===== config.mk =====
export PLATFORM = sky130hd
export DESIGN_NAME = md_unit_iter_flat
export DESIGN_NICKNAME = d
export VERILOG_FILES = /design/src/rtl/md_pkg.sv /design/src/rtl/md_unit_iter_if.sv /design/src/rtl/md_div_core.sv /design/src/rtl/md_unit_iter.sv /design/src/flat_wrapper.sv
export SDC_FILE = /design/constraint.sdc
export NUM_CORES = 2
export LEC_CHECK = 0
export BUFFER_PORTS_ARGS = -buffer_cell sky130_fd_sc_hd__clkbuf_2
export CAP_MARGIN = 20
export CORE_MARGIN = 3
export CORE_UTILIZATION = 40
export DETAILED_ROUTE_END_ITERATION = 10
export GPL_ROUTABILITY_DRIVEN = 0
export SLEW_MARGIN = 20
export SYNTH_ARGS = -nofsm -noshare
export SYNTH_HDL_FRONTEND = slang
export SYNTH_SLANG_ARGS = --single-unit

===== constraint.sdc =====
create_clock -name clk -period 12.2 [get_ports clk]
set_input_delay 1.83 -clock clk [delete_from_list [all_inputs] [get_ports clk]]
set_output_delay 1.83 -clock clk [all_outputs]
set_load 0.01 [all_outputs]

===== src/rtl/md_pkg.sv =====
// Shared opcodes and state encoding for the iterative
// multiply/divide unit.
package md_pkg;

  localparam logic [2:0] MD_NONE  = 3'd0;
  localparam logic [2:0] MD_MULT  = 3'd1;
  localparam logic [2:0] MD_MULTU = 3'd2;
  localparam logic [2:0] MD_DIV   = 3'd3;
  localparam logic [2:0] MD_DIVU  = 3'd4;
  localparam logic [2:0] MD_MTLO  = 3'd5;
  localparam logic [2:0] MD_MTHI  = 3'd6;
  localparam logic [2:0] MD_MADD  = 3'd7;

  typedef enum logic [1:0] {
    IDLE = 2'd0,
    MUL  = 2'd1,
    DIV  = 2'd2,
    FIX  = 2'd3
  } md_state_e;

endpackage


===== src/rtl/md_unit_iter_if.sv =====
// Request/result bundle between the EX stage and the
// multiply/divide unit.
interface md_unit_iter_if #(
  parameter int XLEN = 32
);
  logic [2:0]      op;
  logic [XLEN-1:0] d1;
  logic [XLEN-1:0] d2;
  logic            req;
  logic            start;
  logic            busy;
  logic [XLEN-1:0] lo;
  logic [XLEN-1:0] hi;

  modport master (
    output op, d1, d2, req,
    input  start, busy, lo, hi
  );

  modport slave (
    input  op, d1, d2, req,
    output start, busy, lo, hi
  );
endinterface


===== src/rtl/md_div_core.sv =====
// Unsigned restoring divider, one quotient bit per step.
// done flags the step that produces the final bit.
module md_div_core #(
  parameter int XLEN = 32
) (
  input  logic            clk,
  input  logic            reset,
  input  logic            load,
  input  logic            step,
  input  logic [XLEN-1:0] dividend,
  input  logic [XLEN-1:0] divisor,
  output logic [XLEN-1:0] quotient,
  output logic [XLEN-1:0] remainder,
  output logic            done
);

  localparam int CW = $clog2(XLEN);

  logic [XLEN-1:0] rem_q, rem_d;
  logic [XLEN-1:0] quo_q, quo_d;
  logic [XLEN-1:0] dvs_q, dvs_d;
  logic [CW-1:0]   cnt_q, cnt_d;
  logic [XLEN:0]   rem_sh;
  logic [XLEN:0]   diff;

  assign rem_sh = {rem_q, quo_q[XLEN-1]};
  assign diff   = rem_sh - {1'b0, dvs_q};

  always_comb begin
    rem_d = rem_q;
    quo_d = quo_q;
    dvs_d = dvs_q;
    cnt_d = cnt_q;
    if (load) begin
      rem_d = '0;
      quo_d = dividend;
      dvs_d = divisor;
      cnt_d = '0;
    end else if (step) begin
      // negative trial difference means restore
      if (diff[XLEN]) begin
        rem_d = rem_sh[XLEN-1:0];
        quo_d = {quo_q[XLEN-2:0], 1'b0};
      end else begin
        rem_d = diff[XLEN-1:0];
        quo_d = {quo_q[XLEN-2:0], 1'b1};
      end
      cnt_d = cnt_q + CW'(1);
    end
  end

  always_ff @(posedge clk) begin
    if (reset) begin
      rem_q <= '0;
      quo_q <= '0;
      dvs_q <= '0;
      cnt_q <= '0;
    end else begin
      rem_q <= rem_d;
      quo_q <= quo_d;
      dvs_q <= dvs_d;
      cnt_q <= cnt_d;
    end
  end

  assign done      = step && (cnt_q == CW'(XLEN - 1));
  assign quotient  = quo_q;
  assign remainder = rem_q;

endmodule


===== src/rtl/md_unit_iter.sv =====
// EX-stage multiply/divide unit owning HI/LO.
// Define MD_MADD_EN to enable signed multiply-accumulate (op 7).
module md_unit_iter
  import md_pkg::*;
#(
  parameter int XLEN    = 32,
  parameter int MUL_LAT = 5
) (
  input  logic           clk,
  input  logic           reset,
  md_unit_iter_if.slave  md
);

  localparam int CW = (MUL_LAT > 1) ? $clog2(MUL_LAT) : 1;

  md_state_e         state_q, state_d;
  logic              busy_q, busy_d;
  logic [XLEN-1:0]   lo_q, lo_d;
  logic [XLEN-1:0]   hi_q, hi_d;
  logic [2*XLEN-1:0] prod_q, prod_d;
  logic [CW-1:0]     cnt_q, cnt_d;
  logic              qneg_q, qneg_d;
  logic              rneg_q, rneg_d;
  logic              dz_q, dz_d;
  logic [XLEN-1:0]   dvd_q, dvd_d;
`ifdef MD_MADD_EN
  logic              madd_q, madd_d;
`endif

  logic              is_mul, is_div, sgn_m, sgn_d;
  logic              a_neg, b_neg, start_w;
  logic [2*XLEN-1:0] ext_a, ext_b, product;
  logic [XLEN-1:0]   mag_a, mag_b;
  logic [XLEN-1:0]   quo, rem;
  logic              div_done;

`ifdef MD_MADD_EN
  assign is_mul = (md.op == MD_MULT) || (md.op == MD_MULTU)
               || (md.op == MD_MADD);
  assign sgn_m  = (md.op == MD_MULT) || (md.op == MD_MADD);
`else
  assign is_mul = (md.op == MD_MULT) || (md.op == MD_MULTU);
  assign sgn_m  = (md.op == MD_MULT);
`endif
  assign is_div  = (md.op == MD_DIV) || (md.op == MD_DIVU);
  assign sgn_d   = (md.op == MD_DIV);
  assign start_w = (is_mul || is_div) && !busy_q && !md.req;

  assign ext_a   = sgn_m ? {{XLEN{md.d1[XLEN-1]}}, md.d1}
                         : {{XLEN{1'b0}}, md.d1};
  assign ext_b   = sgn_m ? {{XLEN{md.d2[XLEN-1]}}, md.d2}
                         : {{XLEN{1'b0}}, md.d2};
  assign product = ext_a * ext_b;

  assign a_neg = sgn_d && md.d1[XLEN-1];
  assign b_neg = sgn_d && md.d2[XLEN-1];
  assign mag_a = a_neg ? -md.d1 : md.d1;
  assign mag_b = b_neg ? -md.d2 : md.d2;

  md_div_core #(.XLEN(XLEN)) u_div (
    .clk       (clk),
    .reset     (reset),
    .load      (start_w && is_div),
    .step      (state_q == DIV),
    .dividend  (mag_a),
    .divisor   (mag_b),
    .quotient  (quo),
    .remainder (rem),
    .done      (div_done)
  );

  always_comb begin
    state_d = state_q;
    busy_d  = busy_q;
    lo_d    = lo_q;
    hi_d    = hi_q;
    prod_d  = prod_q;
    cnt_d   = cnt_q;
    qneg_d  = qneg_q;
    rneg_d  = rneg_q;
    dz_d    = dz_q;
    dvd_d   = dvd_q;
`ifdef MD_MADD_EN
    madd_d  = madd_q;
`endif
    unique case (state_q)
      IDLE: begin
        if (start_w && is_mul) begin
          prod_d  = product;
          cnt_d   = CW'(MUL_LAT - 1);
          busy_d  = 1'b1;
          state_d = MUL;
`ifdef MD_MADD_EN
          madd_d  = (md.op == MD_MADD);
`endif
        end else if (start_w && is_div) begin
          qneg_d  = a_neg ^ b_neg;
          rneg_d  = a_neg;
          dz_d    = (md.d2 == '0);
          dvd_d   = md.d1;
          busy_d  = 1'b1;
          state_d = DIV;
        end else if (!md.req && md.op == MD_MTLO) begin
          lo_d = md.d1;
        end else if (!md.req && md.op == MD_MTHI) begin
          hi_d = md.d1;
        end
      end
      MUL: begin
        if (cnt_q == '0) begin
`ifdef MD_MADD_EN
          if (madd_q) {hi_d, lo_d} = {hi_q, lo_q} + prod_q;
          else        {hi_d, lo_d} = prod_q;
`else
          {hi_d, lo_d} = prod_q;
`endif
          busy_d  = 1'b0;
          state_d = IDLE;
        end else begin
          cnt_d = cnt_q - CW'(1);
        end
      end
      DIV: begin
        if (div_done) state_d = FIX;
      end
      FIX: begin
        // divide by zero returns all-ones and the raw dividend
        if (dz_q) begin
          lo_d = '1;
          hi_d = dvd_q;
        end else begin
          lo_d = qneg_q ? -quo : quo;
          hi_d = rneg_q ? -rem : rem;
        end
        busy_d  = 1'b0;
        state_d = IDLE;
      end
      default: state_d = IDLE;
    endcase
  end

  always_ff @(posedge clk) begin
    if (reset) begin
      state_q <= IDLE;
      busy_q  <= 1'b0;
      lo_q    <= '0;
      hi_q    <= '0;
      prod_q  <= '0;
      cnt_q   <= '0;
      qneg_q  <= 1'b0;
      rneg_q  <= 1'b0;
      dz_q    <= 1'b0;
      dvd_q   <= '0;
`ifdef MD_MADD_EN
      madd_q  <= 1'b0;
`endif
    end else begin
      state_q <= state_d;
      busy_q  <= busy_d;
      lo_q    <= lo_d;
      hi_q    <= hi_d;
      prod_q  <= prod_d;
      cnt_q   <= cnt_d;
      qneg_q  <= qneg_d;
      rneg_q  <= rneg_d;
      dz_q    <= dz_d;
      dvd_q   <= dvd_d;
`ifdef MD_MADD_EN
      madd_q  <= madd_d;
`endif
    end
  end

  assign md.start = start_w;
  assign md.busy  = busy_q;
  assign md.lo    = lo_q;
  assign md.hi    = hi_q;

endmodule


===== src/flat_wrapper.sv =====
// flat-port wrapper written by rule: the top's interface ports become plain ports
module md_unit_iter_flat import md_pkg::*;
#(
  parameter int XLEN    = 32,
  parameter int MUL_LAT = 5
)
  (clk, reset, md_op, md_d1, md_d2, md_req, md_start, md_busy, md_lo, md_hi);
  md_unit_iter_if #(.XLEN(XLEN)) md_i ();
  input  logic clk;
  input  logic reset;
  input wire logic [$bits(md_i.op)-1:0] md_op;
  input wire logic [$bits(md_i.d1)-1:0] md_d1;
  input wire logic [$bits(md_i.d2)-1:0] md_d2;
  input wire logic [$bits(md_i.req)-1:0] md_req;
  output wire logic [$bits(md_i.start)-1:0] md_start;
  output wire logic [$bits(md_i.busy)-1:0] md_busy;
  output wire logic [$bits(md_i.lo)-1:0] md_lo;
  output wire logic [$bits(md_i.hi)-1:0] md_hi;
  assign md_i.op = md_op;
  assign md_i.d1 = md_d1;
  assign md_i.d2 = md_d2;
  assign md_i.req = md_req;
  assign md_start = md_i.start;
  assign md_busy = md_i.busy;
  assign md_lo = md_i.lo;
  assign md_hi = md_i.hi;
  md_unit_iter #(.XLEN(XLEN), .MUL_LAT(MUL_LAT)) u_core (.clk(clk), .reset(reset), .md(md_i));
endmodule

==> metrics.cfg <==
[cts]
clkSinkCount=270
clkSlewWorstSetupHoldPaths_ps=60
cts_tree=yes
cts_resized=0
clk_latency_ps=580
cts_buffers=28
cts_buffer_depth=3
cts_setup_buffers=0
cts_hold_buf=0
h-tree-depth=1
cts-root-buf=clkbuf_16

[timing]
period_share=0.916
rsz0062_at_grt=false
worst_pin_slew_ps=1180
fmax_mhz=89.5
slew_headroom=0.213
setup_viol=0
fin_crit_ps=11170
final_max_slew_viol_count=0
hold_violations=0
fin_tns_setup_ps=0
skew_ps=17.7

[floorplan]
die_height_um=403
num_rows=145
ios=136
die_width_um=403
start_util=0.403
fp.coreArea_mm2=0.156
dieArea_mm2=0.163

[yosys]
synth_top_area_frac=0.451
netlist_area_mm2=0.0631
ys_async_sr_fraction=0
syn_avg_cell_area_um2=8.81
synth_edf_count=0
synth_fp_nets=9003
yosys_warnings=0
synth_cells=7164
synth-seq-area-share=0.0857
yosys-top-cells-area=fa_1, inv_1, dfxtp_1, ha_1, nand2_1
ys_top_cells_by_count=inv_1, fa_1, nand2_1
synth_ff_type=dfxtp_1
yosys.cell_types.count=82
yosys.cell_count.top_type=inv_1
ys_ff_latch=270
yosysTopAreaCell=fa_1

[final_layout]
syn_to_final_growth_pct=6.19
drive_gt1_frac=0.0557
nets=8895

[critical_path]
critPathLaunchType=primary input
cp_common_cell=fa_1
max_stage_delay_ps=660
crit_type=primary input to flop
cp_slowest_cell=fa_1
cp.required_ps=12650
worstPathArrival_ps=11620
cp-end-kind=flop
crit_fanout=15

[global_routing]
grt_overflow=0
antenna_found_initial=13
grt_pass1_vias=51530
grt_max_degree=88
track_usage=0.250
grt_pass1_wl_um=312000

[place]
hpwl_um=166000
port_buffers=135

[routing]
avgViaCountPerCell=5.32
wl_met1_um=84700
drc=0
drt_iter0_markers=4091
dr_wl_met3_um=16400
vias=48588
ant_nets=0
top_layer_used=met5
drt-total-wl_um=202000
first_pass_iters=6
wl_met2_um=92600
wl_per_cell_um=22.1

[hold_path]
hp-class=flop to flop

[run]
max_cap_viol_count=0

[run_status]
status=complete, no violations

[worst paths after layout]
check | startpoint | end | slack [ps] | cells past startpoint
worst max register to register | u_core.u_div.remainder[0]$_SDFFE_PP0P_ | u_core.u_div.remainder[1]$_SDFFE_PP0P_ | 8130 | 13
worst min-delay path | u_core.prod_q[54]$_SDFFE_PP0P_ | u_core.prod_q[54]$_SDFFE_PP0P_ | 450 | 2
worst max-delay path | md_op[1] | u_core.prod_q[63]$_SDFFE_PP0P_ | 1030 | 34
worst min register to register | u_core.prod_q[54]$_SDFFE_PP0P_ | u_core.prod_q[54]$_SDFFE_PP0P_ | 450 | 2
[per-stage QoR]
stage	util	setup slack [ps]	instances	cell area (µm²)	hold WS, ps
2_1_floorplan	-	906	7164	63100	426
3_3_place_gp	0.422	548	9084	66000	441
3_5_place_dp	0.422	561	9084	66000	443
4_1_cts	0.428	1150	9135	67000	452
5_1_grt	0.428	546	9136	67000	467
6_report	0.428	1030	9138	67000	451
[flip-flops by register name (all words and copies together), names as in the netlist]
signal / flops
u_core.dvd_q: 32
u_core.rneg_q: 1
u_core.cnt_q: 3
u_core.state_q: 2
u_core.u_div.remainder: 32
u_core.u_div.cnt_q: 5
u_core.md.busy: 1
u_core.dz_q: 1
u_core.qneg_q: 1
u_core.md.hi: 32
u_core.u_div.dvs_q: 32
u_core.md.lo: 32
u_core.prod_q: 64
u_core.u_div.quotient: 32
[cell type report]
cell class	instances	area, µm²
fill	15425	89400
multi-input combinational	4908	50300
inverter	1561	5860
sequential	270	5410
tap	2058	2570
timing repair buffer	287	1910
clock buffer	41	851
clock inverter	10	105
antenna	3	7.51
[cell families (layout without fill, tap and decap cells)]
kind of cell | count (synthesis) | in the layout | share of synthesized area
AOI/OAI and AO/OA | 816 | 816 | 0.0823
DFF | 270 | 270 | 0.0857
buffers and inverters | 1986 | 1899 | 0.118
and+or+nand+nor | 1986 | 1986 | 0.145
other | 0 | 3 | 0
xor gates and xnor gates | 263 | 263 | 0.0365
adders and majority gates | 1772 | 1772 | 0.520
muxes | 71 | 71 | 0.0115
[worst max-delay path, delay by kind of cell]
kind,cells,cell delay [ps]
fa+ha+maj,11,5580
simple gates,3,580
xor+xnor,1,200
buf+inv,10,1530
compound gates,9,1870
[routing by layer]
metal / GRT usage / vias to the layer above
met4: 0.0856 / 2
met5: 0 / -
met1: 0.339 / 24969
met2: 0.408 / 1920
met3: 0.0409 / 362
li1: - / 21335
[cell usage in the layout (no fill, tap or decap), drive strengths merged, types with 28 or more instances in the layout]
cell type / Yosys / layout
inv: 1559 / 1559
fa: 1422 / 1422
nand2: 1053 / 1053
and2: 407 / 407
ha: 347 / 347
a21oi: 285 / 285
dfxtp: 270 / 270
nor2: 263 / 263
clkbuf: 341 / 174
o21ai: 172 / 172
xnor2: 156 / 156
buf: 84 / 154
xor2: 107 / 107
a211oi: 62 / 62
mux2i: 58 / 58
a311oi: 50 / 50
nand3: 47 / 47
nor3: 42 / 42
a21o: 40 / 40
nand2b: 40 / 40
o31ai: 38 / 38
a31oi: 28 / 28
Power is not shown: default switching activity piles up to over one toggle a cycle in this logic, so the estimate is an artifact.
